### src/rtl/mole_pkg.sv
// Shared types and helpers for the whack-a-mole round controller.
package mole_pkg;

    localparam int MOLE_W = 5;
    localparam logic [MOLE_W-1:0] DEFAULT_MOLE = 5'b00001;

    typedef enum logic [2:0] {
        IDLE,
        ARM,
        SHOW,
        HIT,
        MISS,
        PAUSE,
        OVER
    } state_t;

    function automatic logic is_one_hot(input logic [MOLE_W-1:0] v);
        return (v != '0) && ((v & (v - 1'b1)) == '0);
    endfunction

endpackage

### src/rtl/mole_btn_edge.sv
// Rising-edge detector for the debounced hole buttons.
module mole_btn_edge
    import mole_pkg::*;
(
    input  logic              clk,
    input  logic              reset,
    input  logic [MOLE_W-1:0] btn,
    output logic [MOLE_W-1:0] rise
);

    logic [MOLE_W-1:0] r_btn_prev;

    // NOTE: sequential state uses non-blocking assignments so every flop samples pre-edge values.
    always_ff @(posedge clk or posedge reset) begin
        if (reset) r_btn_prev <= '0;
        else       r_btn_prev <= btn;
    end

    assign rise = btn & ~r_btn_prev;

endmodule

### src/rtl/mole_round_ctrl.sv
// Whack-a-mole round controller: lights a mole, judges presses, keeps score and lives.
module mole_round_ctrl
    import mole_pkg::*;
#(
    parameter int WINDOW_TICKS = 50,
    parameter int PAUSE_TICKS  = 10,
    parameter int LIVES        = 3,
    parameter int LIVES_W      = 2,
    parameter int SCORE_W      = 8
) (
    input  logic               clk,
    input  logic               reset,
    input  logic               start,
    input  logic               tick,
    input  logic [MOLE_W-1:0]  mole_in,
    input  logic [MOLE_W-1:0]  btn,
    output logic [MOLE_W-1:0]  led,
    output logic [SCORE_W-1:0] score,
    output logic [LIVES_W-1:0] lives,
    output logic               playing,
    output logic               hit_pulse,
    output logic               miss_pulse,
    output logic               game_over
);

    localparam int CNT_MAX = (WINDOW_TICKS > PAUSE_TICKS) ? WINDOW_TICKS : PAUSE_TICKS;
    localparam int CNT_W   = (CNT_MAX > 1) ? $clog2(CNT_MAX) : 1;

    state_t             r_state, w_state_nxt;
    logic [CNT_W-1:0]   r_tick_cnt, w_tick_cnt_nxt;
    logic [MOLE_W-1:0]  r_target, w_target_nxt;
    logic [SCORE_W-1:0] r_score, w_score_nxt;
    logic [LIVES_W-1:0] r_lives, w_lives_nxt;
    logic [MOLE_W-1:0]  w_rise;
    logic [MOLE_W-1:0]  r_led;
    logic               r_playing, r_hit_pulse, r_miss_pulse, r_game_over;

    mole_btn_edge u_btn_edge (
        .clk   (clk),
        .reset (reset),
        .btn   (btn),
        .rise  (w_rise)
    );

    always_ff @(posedge clk or posedge reset) begin
        if (reset) r_state <= IDLE;
        else       r_state <= w_state_nxt;
    end

    // NOTE: every combinational output gets a default first, so no path can infer a latch.
    always_comb begin
        w_state_nxt    = r_state;
        w_tick_cnt_nxt = r_tick_cnt;
        w_target_nxt   = r_target;
        w_score_nxt    = r_score;
        w_lives_nxt    = r_lives;
        unique case (r_state)
            IDLE, OVER: begin
                if (start) begin
                    w_score_nxt = '0;
                    w_lives_nxt = LIVES_W'(LIVES);
                    w_state_nxt = ARM;
                end
            end
            ARM: begin
                w_target_nxt   = is_one_hot(mole_in) ? mole_in : DEFAULT_MOLE;
                w_tick_cnt_nxt = '0;
                w_state_nxt    = SHOW;
            end
            SHOW: begin
                // A press in the same cycle as the final tick still counts as a press.
                if (w_rise != '0) begin
                    w_state_nxt = (w_rise == r_target) ? HIT : MISS;
                end else if (tick) begin
                    if (r_tick_cnt == CNT_W'(WINDOW_TICKS - 1)) w_state_nxt = MISS;
                    else                                          w_tick_cnt_nxt = r_tick_cnt + 1'b1;
                end
            end
            HIT: begin
                if (r_score != {SCORE_W{1'b1}}) w_score_nxt = r_score + 1'b1;
                w_tick_cnt_nxt = '0;
                w_state_nxt    = PAUSE;
            end
            MISS: begin
                if (r_lives != '0) w_lives_nxt = r_lives - 1'b1;
                w_tick_cnt_nxt = '0;
                w_state_nxt    = (r_lives <= LIVES_W'(1)) ? OVER : PAUSE;
            end
            PAUSE: begin
                if (tick) begin
                    if (r_tick_cnt == CNT_W'(PAUSE_TICKS - 1)) w_state_nxt = ARM;
                    else                                         w_tick_cnt_nxt = r_tick_cnt + 1'b1;
                end
            end
            default: w_state_nxt = IDLE;
        endcase
    end

    always_ff @(posedge clk or posedge reset) begin
        if (reset) begin
            r_tick_cnt   <= '0;
            r_target     <= '0;
            r_score      <= '0;
            r_lives      <= LIVES_W'(LIVES);
            r_led        <= '0;
            r_playing    <= 1'b0;
            r_hit_pulse  <= 1'b0;
            r_miss_pulse <= 1'b0;
            r_game_over  <= 1'b0;
        end else begin
            r_tick_cnt   <= w_tick_cnt_nxt;
            r_target     <= w_target_nxt;
            r_score      <= w_score_nxt;
            r_lives      <= w_lives_nxt;
            r_led        <= (r_state == SHOW) ? r_target : '0;
            r_playing    <= r_state inside {ARM, SHOW, HIT, MISS, PAUSE};
            r_hit_pulse  <= (r_state == HIT);
            r_miss_pulse <= (r_state == MISS);
            r_game_over  <= (r_state == OVER);
        end
    end

    assign led        = r_led;
    assign score      = r_score;
    assign lives      = r_lives;
    assign playing    = r_playing;
    assign hit_pulse  = r_hit_pulse;
    assign miss_pulse = r_miss_pulse;
    assign game_over  = r_game_over;

endmodule

### config.mk
export PLATFORM = sky130hd
export DESIGN_NAME = mole_round_ctrl
export DESIGN_NICKNAME = d
export VERILOG_FILES = /design/src/rtl/mole_pkg.sv /design/src/rtl/mole_btn_edge.sv /design/src/rtl/mole_round_ctrl.sv
export SDC_FILE = /design/constraint.sdc
export NUM_CORES = 1
export LEC_CHECK = 0
export CORE_MARGIN = 3
export CORE_UTILIZATION = 55
export CTS_BUF_LIST = sky130_fd_sc_hd__clkbuf_16
export DETAILED_ROUTE_END_ITERATION = 10
export MAX_ROUTING_LAYER = met4
export PLACE_DENSITY_LB_ADDON = 0.25
export SLEW_MARGIN = 10
export SYNTH_ARGS = -nofsm -noshare
export SYNTH_HDL_FRONTEND = slang
export SYNTH_SLANG_ARGS = --single-unit
### constraint.sdc
create_clock -name clk -period 4.1 [get_ports clk]
set_input_delay 0.82 -clock clk [delete_from_list [all_inputs] [get_ports clk]]
set_output_delay 0.82 -clock clk [all_outputs]
set_load 0.005 [all_outputs]
==> impl_metrics.toml <==
[grt]
antenna_found_initial = 0
grt_pass1_wl_um = 6970
grt_pass1_vias = 1510
overflow = 0
grt_max_degree = 25
groute.usage.overall = 0.217

[worst_setup_path]
path_max_fanout = 7
crit_arrival_ns = 2.64
crit_buf_inv = 1
critPathKind = "input port to flip-flop"
cp-start-kind = "input port"
path_delay_family = "simple AND/OR/NAND/NOR gates"
required_ns = 4.26
crit_chain = "clkdlybuf4s50_1 > nor2b_2 > nor4_4 > a31oi_2 > or2_4 > mux2_1"
max_stage_delay_ns = 0.42
endpoint_kind = "flip-flop"
slowest_stage = "clkdlybuf4s50_1"

[synth]
synth_area_um2 = 2000
yosysSeqAreaShare = 0.476
synth_cell_types = 53
synth-seq-cells = 38
yosysTopAreaCell = "dfrtp_1"
syn_nets = 208
postSynthCellCount = 189
syn_avg_cell_area_um2 = 10.6
yosysWarnings = 0
yosys.area.top_type_share = 0.450
ys_top_cells_by_area = "dfrtp_1, nor2_1, ha_1, dfstp_2, o31ai_1"

[power]
power_density_nw_per_um2 = 600
power.internal_mw = 0.971
pwr-share-seq = 0.386
switchingPower_mw = 0.533
pwr-share-comb = 0.372
vdd_drop_max_v = 0.000381
power.clock.fraction = 0.242
fin_total_pwr_mw = 1.50
leakage_nw = 1.12
switching_share = 0.354

[cts]
clkTransAtPathRegs_ns = 0.05
ctsHoldBuffers = 0
tritoncts = "yes"
worstSkewPairLatency_ns = 0.28
cts.path.max_buffers = 2
cts_buffers = 5
postCtsResizedCells = 0
h-tree-depth = 2
postCtsSetupBuffers = 0
root_buffer = "clkbuf_16"
cts.sinks = 38

[die]
initial_utilization = 0.586
die_y_um = 66.4
core_um2 = 3420
io_pins = 33
die_w_um = 66.4
die-area_um2 = 4400
placementRows = 21

[finish]
diodes = 0
fin_cells = 272
final_common_cell = "dfrtp_1"
syn2layout_area_growth_pct = 25.2
nets = 244
most-common-layout-cells = "dfrtp_1, clkdlybuf4s50_1, nor2_1"
layout-drive-gt1-share = 0.119

[routing]
drtIter0Drc = 114
drc = 0
drt-vias-per-instance = 5.77
vias = 1569
wl_per_cell_um = 15.1
drt-pass1-iter-count = 4
routed_wl_um = 4110
drtAntennaViolNets = 0

[placed_design]
place_inst = 264
gp_congestion = 0.896
dp_slack_ns = 1.35
dp_hpwl_um = 3070
numPortBuffers = 32

[sta]
holdWs_ns = 0.545
maxSlewHeadroom = 0.406
setup_slack_ns = 1.62
grt_setup_unrepaired = "no"
min_period_ns = 2.48
maxSlewViolCount = 0
fin_tns_setup_ns = 0
worst_pin_slew_ns = 0.890
fmax_ghz = 0.403
hold_violations = 0
setup_viol = 0
min_period_over_period = 0.605
finClkSkew_ns = 0.00238

[outcome]
status = "finished, final reports clean"

[min_path]
hp-class = "flip-flop to flip-flop"

[job]
max_cap_viol_count = 0
-- path summary, 6_finish.rpt --
check                           slack [ns]         from            end  depth (start not counted)
worst max-delay path                  1.62       btn[2]  r_tick_cnt[0]                          6
worst min-delay path                  0.54  r_target[3]         led[3]                          1
worst max register to register        2.04   r_state[1]  r_tick_cnt[0]                          5
worst min register to register        0.54  r_target[3]         led[3]                          1
max in group asynchronous             2.26        reset       lives[1]                          3
min in group asynchronous             1.04        reset       score[7]                          2
-- power by group through the flow --
stage / sequential (mW) / combinational (mW) / clock, mW
6_report: 0.581 / 0.559 / 0.365
4_1_cts: 0.580 / 0.562 / 0.371
3_5_place_dp: 0.586 / 0.559 / 0
2_1_floorplan: 0.532 / 0.437 / 0
5_1_grt: 0.595 / 0.624 / 0.386
3_3_place_gp: 0.577 / 0.528 / 0
-- area by class of cell --
| cell class | instances | area (µm²) |
|---|---|---|
| clock inverter | 3 | 16.3 |
| fill | 256 | 908 |
| clock buffer | 5 | 125 |
| inverter | 8 | 30.0 |
| multi-input combinational | 139 | 997 |
| tap | 46 | 57.6 |
| timing repair buffer | 33 | 328 |
| sequential | 38 | 953 |
-- per-layer routing --
metal	wire, µm	up-vias	share of wire	GRT usage
met5	0	-	0	-
met3	205	7	0.050	0.0459
met1	1840	757	0.45	0.274
met2	2010	50	0.49	0.343
met4	61	0	0.015	0.0838
li1	-	755	-	-
-- registers in the layout, indices dropped and copies added (netlist names) --
register	cells
hit_pulse	1
led	5
r_state	3
miss_pulse	1
u_btn_edge.r_btn_prev	5
score	8
playing	1
r_tick_cnt	6
r_target	5
game_over	1
lives	2
-- logic make-up after synthesis --
logic type / share of synthesized area
AOI/OAI and AO/OA: 0.149
xor gates and xnor gates: 0.0437
adders and majority gates: 0.0312
buffers and inverters: 0.0262
DFF: 0.476
muxes: 0.0375
and+or+nand+nor: 0.236
-- cells in the mapped netlist (all sizes together) --
| cell | instances |
|---|---|
| o31ai | 7 |
| inv | 8 |
| nor3 | 1 |
| a2111oi | 1 |
| a21oi | 3 |
| o21ai | 9 |
| nand2b | 4 |
| a22oi | 1 |
| xnor2 | 5 |
| a221o | 1 |
| or3 | 1 |
| nor2 | 19 |
| buf | 4 |
| nand3 | 6 |
| o41ai | 2 |
| mux2 | 4 |
| or2 | 3 |
| and3 | 6 |
| nand2 | 9 |
| a21boi | 1 |
| o21a | 4 |
| or4 | 1 |
| dfstp | 2 |
| and2 | 5 |
| nor3b | 1 |
| or3b | 1 |
| a41oi | 1 |
| a31oi | 4 |
| and4 | 2 |
| nor4 | 3 |
| nand4 | 4 |
| o221a | 1 |
| a211oi | 1 |
| a22o | 2 |
| and2b | 4 |
| nor2b | 8 |
| mux2i | 3 |
| xor2 | 5 |
| nand3b | 1 |
| dfrtp | 36 |
| ha | 5 |
-- per-stage QoR --
step / utilization / instance area (µm²)
global placement: 0.693 / 2370
CTS: 0.734 / 2510
finish: 0.734 / 2510
floorplan: - / 2000
detailed placement: 0.693 / 2370
global route: 0.734 / 2510
No activity file was read; power rests on OpenSTA's default activity.
